--- src/rtl/bp_pkg.sv ---
// Shared types for the fetch-stage branch predictor: 2-bit PHT counter encoding,
// BTB entry layout and the saturating counter helpers.
package bp_pkg;

    localparam int XLEN_DEF  = 32;
    localparam int TAG_W_DEF = 8;

    typedef enum logic [1:0] {
        SNT = 2'b00,
        WNT = 2'b01,
        WT  = 2'b10,
        ST  = 2'b11
    } ctr_t;

    localparam ctr_t CTR_RESET = WNT;
    localparam ctr_t CTR_ALLOC = WT;

    typedef struct packed {
        logic                 valid;
        logic [TAG_W_DEF-1:0] tag;
        logic [XLEN_DEF-1:0]  target;
        logic                 is_jump;
    } btb_entry_t;

    function automatic ctr_t sat_inc(input ctr_t c);
        ctr_t r;
        unique case (c)
            SNT:     r = WNT;
            WNT:     r = WT;
            default: r = ST;
        endcase
        return r;
    endfunction

    function automatic ctr_t sat_dec(input ctr_t c);
        ctr_t r;
        unique case (c)
            ST:      r = WT;
            WT:      r = WNT;
            default: r = SNT;
        endcase
        return r;
    endfunction

endpackage

--- src/rtl/bp_pht.sv ---
// Pattern history table: ENTRIES x 2-bit saturating counters, one async read port
// and one write port that either allocates (forces WT) or trains up/down.
module bp_pht
    import bp_pkg::*;
#(
    parameter int ENTRIES = 64,
    localparam int IDX_W  = $clog2(ENTRIES)
) (
    input  logic             clk,
    input  logic             rst,
    input  logic [IDX_W-1:0] rd_idx,
    output ctr_t             rd_ctr,
    input  logic             wr_en,
    input  logic [IDX_W-1:0] wr_idx,
    input  logic             wr_taken,
    input  logic             wr_alloc
);

    ctr_t ctr_q [ENTRIES];
    ctr_t ctr_d;

    always_comb begin
        ctr_d = ctr_q[wr_idx];
        if (wr_alloc) begin
            ctr_d = CTR_ALLOC;
        end else if (wr_taken) begin
            ctr_d = sat_inc(ctr_q[wr_idx]);
        end else begin
            ctr_d = sat_dec(ctr_q[wr_idx]);
        end
    end

    always_ff @(posedge clk) begin
        if (rst) begin
            for (int i = 0; i < ENTRIES; i++) begin
                ctr_q[i] <= CTR_RESET;
            end
        end else if (wr_en) begin
            ctr_q[wr_idx] <= ctr_d;
        end
    end

    assign rd_ctr = ctr_q[rd_idx];

endmodule

--- src/rtl/branch_predictor.sv ---
// Fetch-stage predictor: direct-mapped BTB plus 2-bit PHT, 0-cycle lookup of pc_f,
// trained by EX on resolution. Define BP_GSHARE_EN to hash the PHT index with global history.
module branch_predictor
    import bp_pkg::*;
#(
    parameter int XLEN    = XLEN_DEF,
    parameter int ENTRIES = 64,
    parameter int TAG_W   = TAG_W_DEF,
    parameter int GHR_W   = 6
) (
    input  logic            clk,
    input  logic            rst,
    input  logic [XLEN-1:0] pc_f,
    output logic            pred_taken,
    output logic [XLEN-1:0] pred_target,
    input  logic            upd_valid,
    input  logic [XLEN-1:0] upd_pc,
    input  logic            upd_is_jump,
    input  logic            upd_taken,
    input  logic [XLEN-1:0] upd_target
);

    localparam int IDX_W   = $clog2(ENTRIES);
    localparam int TAG_LSB = IDX_W + 2;

    btb_entry_t btb_q [ENTRIES];

    logic [IDX_W-1:0] f_idx, u_idx, f_pidx, u_pidx;
    logic [TAG_W-1:0] f_tag, u_tag;
    btb_entry_t       f_ent;
    logic             f_hit, u_hit;
    ctr_t             f_ctr;

    assign f_idx = pc_f[IDX_W+1:2];
    assign u_idx = upd_pc[IDX_W+1:2];
    assign f_tag = pc_f[TAG_LSB +: TAG_W];
    assign u_tag = upd_pc[TAG_LSB +: TAG_W];

    // Bits outside index/tag take no part in the lookup.
    logic unused_pc_bits;
    assign unused_pc_bits = ^{pc_f[1:0], pc_f[XLEN-1:TAG_LSB+TAG_W],
                              upd_pc[1:0], upd_pc[XLEN-1:TAG_LSB+TAG_W]};

`ifdef BP_GSHARE_EN
    logic [GHR_W-1:0] ghr_q, ghr_d;

    assign f_pidx = f_idx ^ IDX_W'(ghr_q);
    assign u_pidx = u_idx ^ IDX_W'(ghr_q);

    always_comb begin
        ghr_d = ghr_q;
        if (upd_valid && !upd_is_jump) begin
            ghr_d = (ghr_q << 1) | GHR_W'(upd_taken);
        end
    end

    always_ff @(posedge clk) begin
        if (rst) begin
            ghr_q <= '0;
        end else begin
            ghr_q <= ghr_d;
        end
    end
`else
    localparam int unused_ghr_w = GHR_W;

    assign f_pidx = f_idx;
    assign u_pidx = u_idx;
`endif

    assign f_ent = btb_q[f_idx];
    assign f_hit = f_ent.valid && (f_ent.tag == f_tag);
    assign u_hit = btb_q[u_idx].valid && (btb_q[u_idx].tag == u_tag);

    // Taken outcomes always (re)write the entry: a hit refreshes the target, a miss evicts.
    always_ff @(posedge clk) begin
        if (rst) begin
            for (int i = 0; i < ENTRIES; i++) begin
                btb_q[i] <= '0;
            end
        end else if (upd_valid && upd_taken) begin
            btb_q[u_idx] <= '{valid: 1'b1, tag: u_tag, target: upd_target, is_jump: upd_is_jump};
        end
    end

    bp_pht #(
        .ENTRIES (ENTRIES)
    ) u_pht (
        .clk      (clk),
        .rst      (rst),
        .rd_idx   (f_pidx),
        .rd_ctr   (f_ctr),
        .wr_en    (upd_valid && (u_hit || upd_taken)),
        .wr_idx   (u_pidx),
        .wr_taken (upd_taken),
        .wr_alloc (!u_hit)
    );

    assign pred_taken  = f_hit && (f_ent.is_jump || f_ctr[1]);
    assign pred_target = f_hit ? f_ent.target : '0;

endmodule
--- config.mk ---
export PLATFORM = sky130hd
export DESIGN_NAME = branch_predictor
export DESIGN_NICKNAME = d
export VERILOG_FILES = /design/src/rtl/bp_pkg.sv /design/src/rtl/bp_pht.sv /design/src/rtl/branch_predictor.sv
export SDC_FILE = /design/constraint.sdc
export NUM_CORES = 2
export LEC_CHECK = 0
export ABC_CLOCK_PERIOD_IN_PS = 7720
export BUFFER_PORTS_ARGS = -buffer_cell sky130_fd_sc_hd__buf_2
export CELL_PAD_IN_SITES_DETAIL_PLACEMENT = 0
export CELL_PAD_IN_SITES_GLOBAL_PLACEMENT = 1
export CORE_MARGIN = 1
export CORE_UTILIZATION = 51
export CTS_CLUSTER_SIZE = 20
export DETAILED_ROUTE_END_ITERATION = 16
export HOLD_SLACK_MARGIN = 0.02
export PLACE_DENSITY_LB_ADDON = 0.25
export SETUP_SLACK_MARGIN = 0.15
export SLEW_MARGIN = 20
export SYNTH_ARGS = -nofsm -noshare
export SYNTH_HDL_FRONTEND = slang
export SYNTH_SLANG_ARGS = --single-unit
--- constraint.sdc ---
create_clock -name clk -period 7.72 [get_ports clk]
set_input_delay 0.386 -clock clk [delete_from_list [all_inputs] [get_ports clk]]
set_output_delay 0.386 -clock clk [all_outputs]
set_load 0.005 [all_outputs]
==> summary.txt <==
Routing
  • Via density: 6.87
  • First drt pass iteration count: 8
  • Post-route antenna net violation count: 0
  • Residual DRC: 0
  • Post-Route WL: 486 mm
  • Routed vias: 83.9k
  • Initial DRC count: 17.4k
  • Mean routed wirelength per cell: 39.8 um

CTS
  • # H-tree levels: 5
  • Number of clock sinks: 2816
  • Worst-Skew Late Latency: 0.97 ns
  • Clock transition at path regs: 0.06 ns
  • Total CTS buffers: 316
  • Hold_buf cts: 0
  • Post_cts resized: 0
  • CTS tree: done
  • CTS root buf: clkbuf_16
  • Clock buffer depth: 4
  • Postcts setup bufs: 0

Setup path
  • CP max-delay cell: buf_4
  • R2R Setup Slk: 2.94 ns
  • Most frequent CP cell: mux4_2
  • Critical Path Source Type: input pin
  • Critical path peak fanout: 57
  • Critical path's largest stage delay: 0.78 ns
  • WP data arrival: 5.51 ns
  • Worst path cell trace: buf_8 -> buf_4 -> mux4_2 -> mux4_2 -> mux4_2 -> xor2_1 -> nor4_1 -> o2111ai_4 -> buf_4 -> a211oi_1 -> buf_2
  • Required @ worst endpoint: 7.33 ns
  • Worst Setup Path Type: input pin to output port
  • Nature of the critical path endpoint: output port

Cells and area
  • Fillers: 20.0k
  • Share of cells above drive strength 1: 0.212
  • Area delta synth->final: 10.3%
  • Final core occ: 0.566
  • Nets: 8552
  • Cell area after layout: 147000 um2

Synthesis
  • Syn nets: 8830
  • Post-synth EDFFs: 2752
  • Main area contributors after synthesis: edfxtp_1, mux4_2, and2_1, clkbuf_1, mux2i_1
  • Top cells by count, synth: edfxtp_1, and2_1, mux4_2
  • Primary FF master, synth: edfxtp_1
  • FFs w/ async S/R, synth: 0
  • Netlist cell types: 70
  • Yosys top cell area share: 0.619
  • YS warnings: 0
  • Count leader, synth: edfxtp_1
  • Post-synthesis average cell area: 15.3 um2
  • Part of the Yosys area used for sequential elements: 0.629
  • Instance count of the mapped netlist: 8729
  • Synth Register Bits: 2816
  • Post-Synthesis Cell Area: 133000 um2
  • Dominant cell type by area after synthesis: edfxtp_1

Placement
  • HPWL Detailed: 260 mm
  • Post-DP Area: 137000 um2
  • Port bufs: 97
  • Pre-CTS WS: 1.76 ns
  • Final GP Congestion: 0.915

Power and ir drop
  • Net Sw Frac: 0.236
  • Gate power share: 0.088
  • VDD IR max: 254 uV
  • PwrDens: 239 nW/um2
  • Static leakage: 49.6 nW
  • Switching power total: 0.00831 W
  • Power Internal: 0.0269 W
  • Clock share of power: 0.407
  • Flop pwr share: 0.505
  • Total power draw: 0.0352 W

GRT
  • First-pass GRT wire length: 660 mm
  • Overall Global Routing Usage: 0.369
  • Grt total ovfl: 0
  • Largest net degree at the start of global routing: 129
  • Vias in the first global route: 81.0k
  • Initial antenna violation count: 102

STA
  • Unrepaired setup endpoints after global routing: false
  • Worst rel slew slack: 0.145
  • Sum Neg Setup Slack: 0 ns
  • Fin crit period: 5.89 ns
  • Final Worst Setup Slack: 1.83 ns
  • Final hold viol count: 0
  • Worst-Margin Slew: 1.28 ns
  • Clock Skew: 0.0692 ns
  • Final Max Slew Viols: 0
  • Final setup viols: 0
  • Final worst path period share: 0.763
  • Fmax: 170 MHz

Die
  • Chip Width: 514 um
  • Core Area: 260000 um2
  • Initial cell density of the core: 0.513
  • Num rows: 187
  • Die area: 264000 um2
  • I/O pin count: 134
  • Height of the die: 514 um

Status
  • Status: completed

Run
  • Max-cap check violation count: 0

Worst hold path
  • Worst min-delay path class: input pin to flop
[registers in the layout, indices dropped and copies added, names as in the netlist]
register	count
u_pht.ctr_q	128
btb_q	2688
[area by class of cell]
| class | instances | area, um2 | share of cell area |
|---|---|---|---|
| Tap cell | 3496 | 4370 | 0.0297 |
| Clock inverter | 119 | 1030 | 0.00701 |
| Inverter | 67 | 251 | 0.00171 |
| Antenna cell | 56 | 140 | 0.000952 |
| Timing Repair Buffer | 365 | 2750 | 0.0187 |
| Multi-Input combinational cell | 4885 | 46200 | 0.314 |
| Sequential cell | 2816 | 83900 | 0.570 |
| Clock buffer | 415 | 8460 | 0.0575 |
[power by group through the flow]
stage | registers (W) | clock network, W | logic [W]
2_1_floorplan | 0.0180 | 0 | 0.00180
5_1_grt | 0.0178 | 0.0149 | 0.00312
3_5_place_dp | 0.0181 | 0 | 0.00299
3_3_place_gp | 0.0180 | 0 | 0.00297
4_1_cts | 0.0178 | 0.0143 | 0.00299
6_report | 0.0178 | 0.0143 | 0.00309
[critical path: cells and delay by family]
kind | cells | cell delay (ns)
xor gates and xnor gates | 1 | 0.19
muxes | 3 | 1.63
buffers and inverters | 4 | 1.85
AOI/OAI and AO/OA | 2 | 0.82
and+or+nand+nor | 1 | 0.52
[cells by family (layout without fill, tap and decap cells)]
group / after synthesis / after routing / share of synthesized area
flip-flops: 2816 / 2816 / 0.629
multiplexers: 1058 / 1058 / 0.162
AO/OA/AOI/OAI: 669 / 669 / 0.0358
other: 0 / 56 / 0
buffers and inverters: 1028 / 966 / 0.0304
adder cells (fa/ha/maj): 2 / 2 / 0.000150
XOR/XNOR: 14 / 14 / 0.000919
AND/OR/NAND/NOR: 3142 / 3142 / 0.142
[routing by layer]
layer	GRT usage	part of all wire	up-vias
li1	-	-	32100
met1	0.487	0.34	43000
met2	0.538	0.44	7309
met3	0.118	0.15	1543
met4	0.209	0.062	32
met5	0.00785	0.0011	-
[placed cells by master, fill, tap and decap left out, types with 57 or more instances in the layout]
master | Yosys | routed
a211oi_1 | 87 | 86
a221oi_1 | 57 | 57
a22oi_1 | 57 | 57
and2_1 | 2629 | 2629
buf_2 | 110 | 87
buf_4 | 15 | 256
clkbuf_1 | 753 | 89
clkbuf_16 | 0 | 323
clkinv_1 | 1 | 58
dfxtp_1 | 64 | 64
edfxtp_1 | 2752 | 2752
inv_1 | 65 | 64
mux2i_1 | 133 | 133
mux4_2 | 876 | 876
nand2_1 | 121 | 121
nor2_1 | 171 | 105
nor2_4 | 0 | 65
o21bai_1 | 64 | 64
o22ai_1 | 110 | 110
or2_4 | 0 | 61
[per-stage QoR]
stage / std cells / hold WS, ns
floorplan: 8729 / 0.446
global placement: 11600 / 0.456
detailed placement: 11600 / 0.464
CTS: 12200 / 0.0249
global route: 12200 / 0.0444
finish: 12200 / 0.0513
[final timing paths]
| path | cells after the start | start | end |
|---|---|---|---|
| max | 11 | pc_f[2] | pred_target[20] |
| min | 2 | rst | u_pht.ctr_q[3][1] |
| max reg2reg | 10 | btb_q[21][35] | u_pht.ctr_q[59][1] |
| min reg2reg | 2 | btb_q[16][41] | btb_q[16][41] |
Power figures use the tool's default switching activity.
